[src/rtl/key_led_status_ctrl.sv]
// key_led_status_ctrl: debounced key presses select a severity blink pattern shown on an LED row
module key_led_status_ctrl #(
  parameter int          NB_KEY      = 4,
  parameter int          WD_LED      = 4,
  parameter int          WD_INFO     = 4,
  parameter logic        MD_PRESS    = 1'b0,
  parameter logic        MD_LIGHT    = 1'b0,
  parameter logic [19:0] NB_DEBOUNCE = 20'd1_000_000,
  parameter logic [31:0] NB_DLY      = 32'd1_000_000_000,
  parameter logic [4:0]  NB_FAST     = 5'd24,
  parameter logic [4:0]  NB_SLOW     = 5'd26
) (
  input  logic                      i_sys_clk,
  input  logic                      i_rst_n,
  input  logic [NB_KEY-1:0]         i_key_row,
  input  logic [NB_KEY*WD_INFO-1:0] i_info_data,
  input  logic                      i_clr,
  output logic [WD_LED-1:0]         o_led_row,
  output logic                      o_busy,
  output logic [$clog2(NB_KEY):0]   o_key_idx,
  output logic [WD_INFO-1:0]        o_info_code
);
  localparam int WD_IDX = $clog2(NB_KEY) + 1;
  localparam logic [NB_KEY-1:0] REL = {NB_KEY{~MD_PRESS}};
  typedef enum logic [2:0] {IDLE, WAIT_KEY, LATCH, SHOW, HOLD_REL} state_t;
  state_t state_q, state_d;
  logic [NB_KEY-1:0] sync1_q, sync2_q, prev_q, deb_q, deb_d, press_evt;
  logic [19:0] cnt_q, cnt_d;
  logic [31:0] timer_q, timer_d;
  logic [WD_IDX-1:0] idx_q, idx_d, sel_idx;
  logic [WD_INFO-1:0] code_q, code_d, sel_code;
  logic [WD_LED-1:0] led_q, led_d, lit;
  logic [1:0] sev_d;
  logic chg, any_evt, take, busy_q, busy_d;

  function automatic logic [1:0] sev(input logic [WD_INFO-1:0] c);
    return int'(c) == 1 ? 2'd1 : int'(c) == 2 ? 2'd2 : 2'd0;
  endfunction

  always_comb begin
    chg = sync2_q != prev_q;
    cnt_d = chg ? '0 : (cnt_q == NB_DEBOUNCE - 20'd1 ? cnt_q : cnt_q + 20'd1);
    deb_d = (!chg && cnt_q == NB_DEBOUNCE - 20'd1) ? sync2_q : deb_q;
    press_evt = (deb_d ^ REL) & ~(deb_q ^ REL);
    any_evt = |press_evt;
    sel_idx = '0;
    for (int k = NB_KEY - 1; k >= 0; k--) sel_idx = press_evt[k] ? WD_IDX'(k) : sel_idx;
    sel_code = i_info_data[sel_idx * WD_INFO +: WD_INFO];
    // preemption needs strictly higher severity; a clear always wins
    take = any_evt && !i_clr && (state_q == WAIT_KEY || (state_q == SHOW && sev(sel_code) > sev(code_q)));
    state_d = state_q;
    case (state_q)
      IDLE:     state_d = WAIT_KEY;
      WAIT_KEY: state_d = take ? LATCH : WAIT_KEY;
      LATCH:    state_d = i_clr ? HOLD_REL : SHOW;
      SHOW:     state_d = i_clr ? HOLD_REL : take ? LATCH : (timer_q == NB_DLY - 32'd1) ? HOLD_REL : SHOW;
      HOLD_REL: state_d = deb_q == REL ? WAIT_KEY : HOLD_REL;
      default:  state_d = IDLE;
    endcase
    idx_d = take ? sel_idx : idx_q;
    code_d = take ? sel_code : code_q;
    timer_d = (state_q == SHOW && state_d == SHOW) ? timer_q + 32'd1 : '0;
    busy_d = state_d == LATCH || state_d == SHOW;
    sev_d = sev(code_d);
    lit = '0;
    lit[0] = state_d == WAIT_KEY || (state_d == SHOW && timer_d[NB_SLOW]);
    lit[1] = busy_d;
    lit[2] = state_d == SHOW && (sev_d == 2'd2 ? timer_d[NB_FAST] : timer_d[NB_SLOW]);
    lit[3] = state_d == SHOW && (sev_d == 2'd0 ? timer_d[NB_SLOW] : timer_d[NB_FAST]);
    for (int i = 4; i < WD_LED; i++) lit[i] = busy_d && int'(idx_d) == i - 4;
    led_d = lit ^ {WD_LED{~MD_LIGHT}};
  end

  always_ff @(posedge i_sys_clk) begin
    if (!i_rst_n) begin
      sync1_q <= REL;
      sync2_q <= REL;
      prev_q  <= REL;
      deb_q   <= REL;
      cnt_q   <= '0;
      state_q <= IDLE;
      timer_q <= '0;
      idx_q   <= '0;
      code_q  <= '0;
      busy_q  <= 1'b0;
      led_q   <= {WD_LED{~MD_LIGHT}};
    end else begin
      sync1_q <= i_key_row;
      sync2_q <= sync1_q;
      prev_q  <= sync2_q;
      deb_q   <= deb_d;
      cnt_q   <= cnt_d;
      state_q <= state_d;
      timer_q <= timer_d;
      idx_q   <= idx_d;
      code_q  <= code_d;
      busy_q  <= busy_d;
      led_q   <= led_d;
    end
  end

  assign o_led_row   = led_q;
  assign o_busy      = busy_q;
  assign o_key_idx   = idx_q;
  assign o_info_code = code_q;
endmodule
[config.mk]
export PLATFORM = sky130hd
export DESIGN_NAME = key_led_status_ctrl
export DESIGN_NICKNAME = d
export VERILOG_FILES = /design/src/rtl/key_led_status_ctrl.sv
export SDC_FILE = /design/constraint.sdc
export NUM_CORES = 1
export LEC_CHECK = 0
export CAP_MARGIN = 5
export CORE_MARGIN = 1
export CORE_UTILIZATION = 60
export CTS_BUF_LIST = sky130_fd_sc_hd__clkbuf_4
export CTS_CLUSTER_DIAMETER = 150
export DETAILED_ROUTE_END_ITERATION = 12
export GPL_TIMING_DRIVEN = 0
export PLACE_DENSITY = 0.83
export SETUP_SLACK_MARGIN = 0.02
export SYNTH_ARGS = -nofsm -noshare
export SYNTH_HDL_FRONTEND = slang
export SYNTH_SLANG_ARGS = --single-unit
[constraint.sdc]
create_clock -name i_sys_clk -period 5.8 [get_ports i_sys_clk]
set_input_delay 1.16 -clock i_sys_clk [delete_from_list [all_inputs] [get_ports i_sys_clk]]
set_output_delay 1.16 -clock i_sys_clk [all_outputs]
set_load 0.05 [all_outputs]
---- Word-level counts from Yosys, hierarchy flattened ----
Cells that the tools add are included.
storage, ports and cells
  flip-flop bits (word level) ............. 83
  output and inout bits ................... 12
cells by class
  add/sub/neg operators ................... 2
  order comparisons ....................... 1
  equal/unequal tests ..................... 18
  shift operators ......................... 1
  muxes and demuxes ....................... 22
  bitwise gates (word level) .............. 6
  reduce and logical (&&, ||, !) cells .... 18
operators by type and width
  kind                                              count
  adder 32 x 1 -> 32 bit (second input constant)    1
  == test 32 x 30 -> 1 bit (second input constant)  1
  2-to-1 mux 27 bit                                 1
  2-to-1 mux 2 bit                                  11
  adder 20 x 1 -> 20 bit (second input constant)    1
  == test 20 bit (second input constant)            1
  inverter 4 bit                                    4
  variable part select 16 x 5 -> 4 bit              1
  2-to-1 mux 3 bit                                  5
  one-hot mux 3 bit (5 select lines)                1
  == test 3 x 2 -> 1 bit (second input constant)    4
  == test 4 x 2 -> 1 bit (second input constant)    3
  == test 4 x 3 -> 1 bit (second input constant)    3
  logical AND 1 bit                                 8
  2-to-1 mux 4 bit                                  2
  == test 3 x 1 -> 1 bit (second input constant)    2
  AND 4 bit                                         1
  == test 4 bit (second input constant)             1
  != test 4 bit                                     1
  OR reduction 4 bit                                1
  == test 3 bit (second input constant)             1
  zero test 3 bit                                   1
  logical OR 1 bit                                  3
  == test 2 bit (second input constant)             1
  other kinds (7)                                   9

---- Logic depth before layout (Yosys ltp) ----
Gate-level depths: netlist of the first run.
  depth after elaboration ................. 27
  depth in mapped cells ................... 20

---- Worst setup path after synthesis of the first run ----
Ideal clock, no wire load.
  path kind ............................... in2reg
  start point ............................. input port i_info_data[14]
  end point ............................... register led_q[3], in the netlist o_led_row[3]
  setup time .............................. 0.062 ns
  arrival time ............................ 3.880 ns
  slack ................................... 1.859 ns
  cell stages on the path ................. 15
  cell sequence ........................... inv_1 a2111oi_0 a2111oi_0 o21ai_1 a21oi_4 nand3b_1 inv_1 ha_1 nor2b_1 o21ai_0 a211oi_1 nand4_4 mux2i_1 or4b_1 nand3_1
between the ends
  cells in the longest elaborated chain, start to end .. 17
  elaborated cells between the ends (all ways) .. 25
  classes of those cells .................. 1 x order compare; 5 x eq/ne; 1 x shift; 11 x mux; 1 x bitwise; 6 x reduce/logical
RTL lines
  item                                    line    source
  from (decl)                             16      input logic [NB_KEY*WD_INFO-1:0] i_info_data,
  variable part select 16 x 5 -> 4 bit *  48      sel_code = i_info_data[sel_idx * WD_INFO +: WD_INFO];
  == test 4 x 3 -> 1 bit                  37      return int'(c) == 1 ? 2'd1 : int'(c) == 2 ? 2'd2 : 2'd0;
  2-to-1 mux 2 bit (2 in a row)           37
  > comparator 2 bit                      50      take = any_evt && !i_clr && (state_q == WAIT_KEY || (state_q == SHOW && sev(sel_code) > sev(code_q)));
  logical AND 1 bit                       50
  logical OR 1 bit                        50
  logical AND 1 bit                       50
  2-to-1 mux 3 bit (2 in a row)           56      SHOW: state_d = i_clr ? HOLD_REL : take ? LATCH : (timer_q == NB_DLY - 32'd1) ? HOLD_REL : SHOW;
  one-hot mux 3 bit (5 select lines)      52      case (state_q)
  == test 3 x 2 -> 1 bit                  62, 69
  logical AND 1 bit                       62      timer_d = (state_q == SHOW && state_d == SHOW) ? timer_q + 32'd1 : '0;
  2-to-1 mux 27 bit                       62
  2-to-1 mux 1 bit                        69      lit[3] = state_d == SHOW && (sev_d == 2'd0 ? timer_d[NB_SLOW] : timer_d[NB_FAST]);
  logical AND 1 bit *                     69
  inverter 4 bit (no line) *              --
  to (signal assigned)                    86      led_q <= {WD_LED{~MD_LIGHT}};
  to (signal assigned)                    98      led_q <= led_d;
  to (decl)                               32      logic [WD_LED-1:0] led_q, led_d, lit;
Mark *: on every way between the ends. The rest lies on a longest branch, timed or not.
A chain may end at the register's enable or synchronous reset.

---- Final worst setup path of the first run ----
  start point ............................. input port i_info_data[14]
  end point ............................... register idx_q[0], in the netlist o_key_idx[0]
between the ends
  cells in the longest elaborated chain, start to end .. 8
  elaborated cells between the ends (all ways) .. 9
  classes of those cells .................. 1 x order compare; 2 x eq/ne; 1 x shift; 2 x mux; 3 x reduce/logical
RTL lines
  item                                    line  source
  variable part select 16 x 5 -> 4 bit *  48
  == test 4 x 3 -> 1 bit                  37
  2-to-1 mux 2 bit                        37
  2-to-1 mux 2 bit *                      37
  > comparator 2 bit *                    50
  logical AND 1 bit *                     50
  logical OR 1 bit *                      50
  logical AND 1 bit *                     50
  to (signal assigned)                    95    idx_q <= idx_d;
  to (decl)                               30    logic [WD_IDX-1:0] idx_q, idx_d, sel_idx;
Marked as above.

==> impl_results.md, run 1 <==
* Status: finished, final reports clean
* Lkg Pwr at about 1.5 nW
* Rows at 29
* Fraction of post-synthesis cell area in the top cell type by area at 0.416
* Cell taking the most area after synthesis: dfxtp_1
* Post-synth EDFFs at 0
* Initial Util at 0.621
* FF-to-FF setup slack at around 1800 ps
* Pint at roughly 0.00077 W
* Wire per inst at 14.0 microns
* I/O Buffers at 32
* Syn_nets at approximately 490
* H-tree Lvls at 3
* Final #Nets at roughly 530
* Register share of total power at 0.571
* Core Box Area at 0.00635 sq mm
* Hold path cells at 1
* Tmin final at approximately 4300 ps
* Worst Hold Class: flop to flop
* RR Endpoint: o_key_idx[0]
* Setup TNS Final at 0 ps
* Largest net degree at the start of global routing at 14
* Clk sinks at 82
* Syn Inst Count at around 460
* Number of antenna violations at the first check in global routing at 0
* Vias in the first global route at 3090
* Post-DP Area at roughly 0.0044 sq mm
* IO Count at 35
* FFs w/ async S/R, synth at 0
* Register area share after synthesis at 0.416
* Antenna Nets Post-Route at 0
* Unrepaired setup endpoints after global routing: false
* Die Y-Extent at 83.1 microns
* Antenna Cells at 0
* Synth unique cells at 53
* F_max at between 200 and 250 MHz
* TritonCTS buffer count at 9
* CP Max Fanout at 10
* Relative slew slack at 0.619
* Count leader, synth: dfxtp_1
* DR vias at about 3400
* Clock tree from TritonCTS: yes
* Die span in x at approximately 83 microns
* Post-Route WL at just over 8000 microns
* CP Launch Type: input pin
* Data required time of the worst path at 6160 ps
* Worst clock skew at ~11 ps
* Post CTS Setup Buffer Count at 0
* Clock network power share at 0.366
* Cts hold-fix bufs at 0
* Pwr Density at 222 mW/mm^2
* Worst reg2reg path depth at 19
* VDD IR max at 0.244 mV
* Setup violators final at 0
* Reg2reg start: cnt_q[2]
* Drt drc at 0
* Grt total ovfl at 0
* Total GRT Usage at 0.246
* Worst Tran Pin Value at approximately 570 ps
* Synth area leaders: dfxtp_1, nor2_1, xor2_1
* Post-DP HPWL at about 6000 microns
* Combinational power share at 0.063
* Crit path kind: input pin to flop
* Max_cap viols at 0
* Pins Over Slew Limit at 0
* Synthesized area per cell at 8.62 sq um
* Die Area at 0.00691 sq mm
* Final worst-path cycle share at 0.743
* Post_cts resized at 0
* Detailed Routing Iterations Pass 1 at 4
* Hold_sp: sync1_q[1]
* First-pass GRT wire length at 14000 microns
* Main flop type after synthesis: dfxtp_1
* Hold EP: sync2_q[1]
* Register clock-pin slew on the reported worst setup and hold paths at about 130 ps
* CTS root buf: clkbuf_4
* Crit path DAT at about 4700 ps
* Sw Ratio at 0.227
* Final Wtd Congestion at around 0.9
* Syn Std Cell Area at between 0.003 and 0.004 sq mm
* Clk buf depth at 2
* Layout Utilization at 0.712
* Switching pwr at about 0.00023 W
* DRT iter0 DRCs at 174
* Crit. End Element: flop
* Fin area at roughly 0.0045 sq mm
* Ratio of routed vias to standard cells at between 5 and 6
* Area growth syn-to-layout at 14.5%
* Clk_lat worst skew at ~420 ps
* Synthesis-stage register bit count at around 80
* Ys Warns at 0
* Share of layout cells above drive strength 1 at 0.0553
* Final hold violations at 0
* Most common library cells after synthesis: dfxtp_1, nor2_1, nand2_1, nand3_1, xor2_1
## critical path: stages
cell	delay [ps]
clkdlybuf4s50_1	450
inv_1	40
a2111oi_0	370
a2111oi_0	130
o21ai_1	280
a21oi_4	100
nand3b_1	110
inv_1	50
ha_1	280
nor2b_1	110
o21ai_0	120
a211oi_1	390
nand4_4	200
clkbuf_1	280
nor4b_1	420
a21oi_1	80
nor2_1	90
## cell usage in the layout (no fill, tap or decap), types with 4 or more instances in the layout
cell,n
nor4b_1,4
nand2_1,31
and3_1,10
nand4_1,16
and4_1,4
inv_1,12
nor2_1,64
dfxtp_1,82
a21oi_1,14
clkbuf_1,16
nor2b_1,5
xnor2_1,23
xor2_1,26
mux2i_1,8
a41oi_1,5
clkbuf_4,10
nand2b_1,17
nand3b_1,4
nor4_1,13
and2_1,5
o21ai_0,7
nand3_1,31
clkdlybuf4s50_1,32
nor3_1,12
ha_1,4
## area by class of cell
cell class	count	area, sq um
multi-input combinational	344	2160
inverter	12	45.0
clock inverter	6	81.3
buffer	20	104
fill	492	1830
clock buffer	10	75.1
sequential	82	1640
tap	77	96.3
timing repair buffer	32	320
## kinds of logic (layout without fill, tap and decap cells)
kind of cell	after synthesis	count (layout)	synth area share
muxes	8	8	0.0203
other	1	1	0.000950
xor gates and xnor gates	49	49	0.109
DFF	82	82	0.416
buffers and inverters	32	80	0.0377
and+or+nand+nor	231	231	0.312
AOI/OAI and AO/OA	51	51	0.0916
adders and majority gates	4	4	0.0127
## routing by layer
metal / share of wire / routed length (microns) / track usage / vias to the layer above
met5: 0 / 0 / 0 / -
met4: 0.015 / 119 / 0.0721 / 0
met3: 0.052 / 427 / 0.0567 / 12
met2: 0.45 / 3660 / 0.387 / 82
met1: 0.48 / 3940 / 0.339 / 1558
li1: - / - / - / 1703
## power by group through the flow
stage | Combinational (W) | Sequential (W) | Clock, W
floorplan | 0.0000361 | 0.000586 | 0
global placement | 0.0000616 | 0.000585 | 0
detailed placement | 0.0000625 | 0.000585 | 0
CTS | 0.0000628 | 0.000572 | 0.000375
global route | 0.0000688 | 0.000573 | 0.000400
finish | 0.0000628 | 0.000572 | 0.000367
## sequential cells by signal, summed over array words and instances (netlist names)
| signal | flops |
|---|---|
| deb_q | 4 |
| prev_q | 4 |
| timer_q | 32 |
| o_led_row | 4 |
| sync1_q | 4 |
| cnt_q | 20 |
| state_q | 3 |
| o_busy | 1 |
| o_key_idx | 2 |
| sync2_q | 4 |
| o_info_code | 4 |
## metrics by stage
stage,worst slack [ps],hold WS [ps],std cells,power (W)
CTS,1500,419,583,0.00101
global route,1090,441,583,0.00104
finish,1490,414,583,0.00100
floorplan,1860,386,458,0.000622
global placement,1180,389,567,0.000646
detailed placement,1080,397,567,0.000648
## how the worst max path moves through the flow
stage               startpoint            to  slack (ps)  cells after the start
3_3_place_gp   i_info_data[14]  o_led_row[3]        1180                     16
2_1_floorplan  i_info_data[14]  o_led_row[3]        1860                     15
4_1_cts        i_info_data[14]  o_key_idx[0]        1500                     17
6_report       i_info_data[14]  o_key_idx[0]        1490                     17
3_5_place_dp   i_info_data[14]  o_key_idx[0]        1080                     17
5_1_grt        i_info_data[14]  o_key_idx[0]        1090                     17
No activity file was read; power rests on OpenSTA's default activity.
==> run 2: changes to the inputs <==
- clock period: 5.8 -> 4 ns (I/O delays scaled with it)
==> run 2 against run 1 <==
Effect of this change: sequential cell count did not move; largest power group unchanged; setup slack got worse by 1300 ps; largest cell class unchanged; via count increased by 0.75%; count of clock-buffer cells in the layout did not move; clock power grew 46%.
==> impl_results.md, run 2 (synthesis gave the netlist of run 1 again) <==
* Final hold violations at 0
* Pwr Density at between 300 and 400 mW/mm^2
* H-tree Lvls at 3
* Antenna Cells at 0
* Max_cap viols at 0
* FF-to-FF setup slack at 190 ps
* Total GRT Usage at 0.247
* Die Y-Extent at roughly 83 microns
* Final #Nets at around 530
* Worst path cell trace: and4_1 -> and4_2 -> and3_1 -> buf_6 -> buf_12 -> a21oi_1 -> nand3b_1 -> inv_1 -> ha_1 -> nor2b_1 -> o21ai_1 -> a211oi_2 -> nand4_4 -> mux2i_2 -> or4b_1 -> nand3_1
* Drt drc at 0
* Hold path cells at 1
* Register clock-pin slew on the reported worst setup and hold paths at 130 ps
* Pins Over Slew Limit at 0
* Sw Ratio at 0.229
* Number of antenna violations at the first check in global routing at 0
* Hold EP: sync2_q[1]
* Cts hold-fix bufs at 0
* Grt total ovfl at 0
* Final worst-path cycle share at 0.951
* Most common cell after layout, fill and taps aside: dfxtp_1
* Slowest stage delay, CP at around 530 ps
* Post-DP HPWL at approximately 6000 microns
* DRT iter0 DRCs at between 150 and 200
* First-pass GRT wire length at between 10000 and 15000 microns
* Crit path DAT at approximately 4200 ps
* Clock tree from TritonCTS: yes
* DR vias at approximately 3400
* Worst reg2reg path depth at 16
* Ratio of routed vias to standard cells at just under 6
* Layout Utilization at 0.719
* Register share of total power at 0.569
* Worst Tran Pin Value at 570 ps
* Vias in the first global route at a little over 3000
* Lkg Pwr at between 1.5 and 2 nW
* Placed insts at ~570
* CP max-delay cell: or4b_1
* Clk_lat worst skew at between 400 and 500 ps
* Crit path buf inv count at 3
* Reg2reg start: cnt_q[5]
* Final non-filler cell total at ~600
* Hold_sp: sync1_q[1]
* Clk sinks at 82
* Tmin final at between 3000 and 4000 ps
* Max reg flops at 32
* Largest regs: timer_q (32), cnt_q (20)
* Crit path max-delay family: simple AND/OR/NAND/NOR gates
* Setup violators final at 0
* RR Endpoint: o_led_row[3]
* Final Wtd Congestion at slightly below 0.9
* Worst clock skew at about 11 ps
* Worst Hold Class: flop to flop
* Antenna Nets Post-Route at 0
* Crit. End Element: flop
* Wire per inst at around 14 microns
* Combinational power share at 0.065
* Core Box Area at around 0.0063 sq mm
* Crit path kind: flop to flop
* Most frequent cells in the layout: dfxtp_1, nor2_1, clkdlybuf4s50_1
* Detailed Routing Iterations Pass 1 at 5
* Relative slew slack at 0.618
* I/O Buffers at 32
* F_max at 263 MHz
* CP Launch Type: flop
* Post-route total power at around 0.0015 W
* Biggest register: timer_q
* VDD IR max at ~0.35 mV
* Unrepaired setup endpoints after global routing: false
* CP Max Fanout at 10
* Initial Util at 0.621
* Data required time of the worst path at between 4000 and 5000 ps
* Area growth syn-to-layout at 15.7%
* Status: finished, final reports clean
* Die span in x at 83.1 microns
* IO Count at 35
* TritonCTS buffer count at 9
* Switching pwr at between 0.0003 and 0.0004 W
* CTS root buf: clkbuf_4
* Post-Route WL at between 8000 and 9000 microns
* Clock network power share at 0.366
* Largest net degree at the start of global routing at 14
* Clk buf depth at 2
* Die Area at approximately 0.0069 sq mm
* Share of layout cells above drive strength 1 at 0.0769
* Rows at 29
* Pint at around 0.0011 W
==> run 2: cell count changes in the layout (fill, tap and decap cells not counted), moves of 2 or more <==
cell | previous run | this run
clkbuf_2 | 0 | 2
buf_4 | 1 | 3
clkbuf_1 | 16 | 13
a2111oi_0 | 2 | 0
==> run 2: power groups by stage <==
| stage | Clock [W] | Combinational (W) | Sequential [W] |
|---|---|---|---|
| 5_1_grt | 0.000581 | 0.000102 | 0.000832 |
| 6_report | 0.000534 | 0.0000944 | 0.000830 |
| 4_1_cts | 0.000544 | 0.0000912 | 0.000830 |
| 3_5_place_dp | 0 | 0.0000906 | 0.000848 |
| 2_1_floorplan | 0 | 0.0000523 | 0.000850 |
| 3_3_place_gp | 0 | 0.0000893 | 0.000848 |
==> run 2: worst max-delay path by stage <==
stage,startpoint,end,slack [ps],cells after the start
2_1_floorplan,i_info_data[14],o_led_row[3],420,15
3_3_place_gp,i_info_data[14],o_led_row[3],-260,16
3_5_place_dp,i_info_data[14],o_key_idx[0],-360,17
4_1_cts,cnt_q[2],o_led_row[3],7,18
5_1_grt,cnt_q[5],o_led_row[3],0.5,16
6_report,cnt_q[5],o_led_row[3],190,16
==> run 2: stage by stage <==
| stage | setup WS, ps | TNS (ps) | hold slack [ps] | instance area, sq um |
|---|---|---|---|---|
| floorplan | 419 | 0 | 386 | 3950 |
| global placement | -261 | -1360 | 389 | 4360 |
| detailed placement | -361 | -3070 | 397 | 4360 |
| CTS | 7.23 | 0 | 419 | 4530 |
| global route | 0.523 | 0 | 441 | 4570 |
| finish | 194 | 0 | 419 | 4570 |
==> run 2: cell type report <==
class,instances,area (sq um)
Multi-Input combinational cell,344,2190
Fill cell,490,1780
Sequential cell,82,1640
Buffer,19,103
Clock buffer,10,75.1
Tap cell,77,96.3
Inverter,12,45.0
Timing Repair Buffer,34,335
Clock inverter,6,81.3
==> run 2: what timing repair did <==
action | 4_1_cts | 5_1_grt
setup buffers | 0 | 2
setup endpoints to repair | 2 | 43
gates resized for setup | 1 | 13
pin swaps | 0 | 1
==> run 2: routing by layer <==
layer  track usage  up-vias  wire [microns]
li1              -     1708               -
met4        0.0721        0              88
met5             0        -               0
met1         0.340     1560            3930
met3        0.0567       10             471
met2         0.387      102            3750
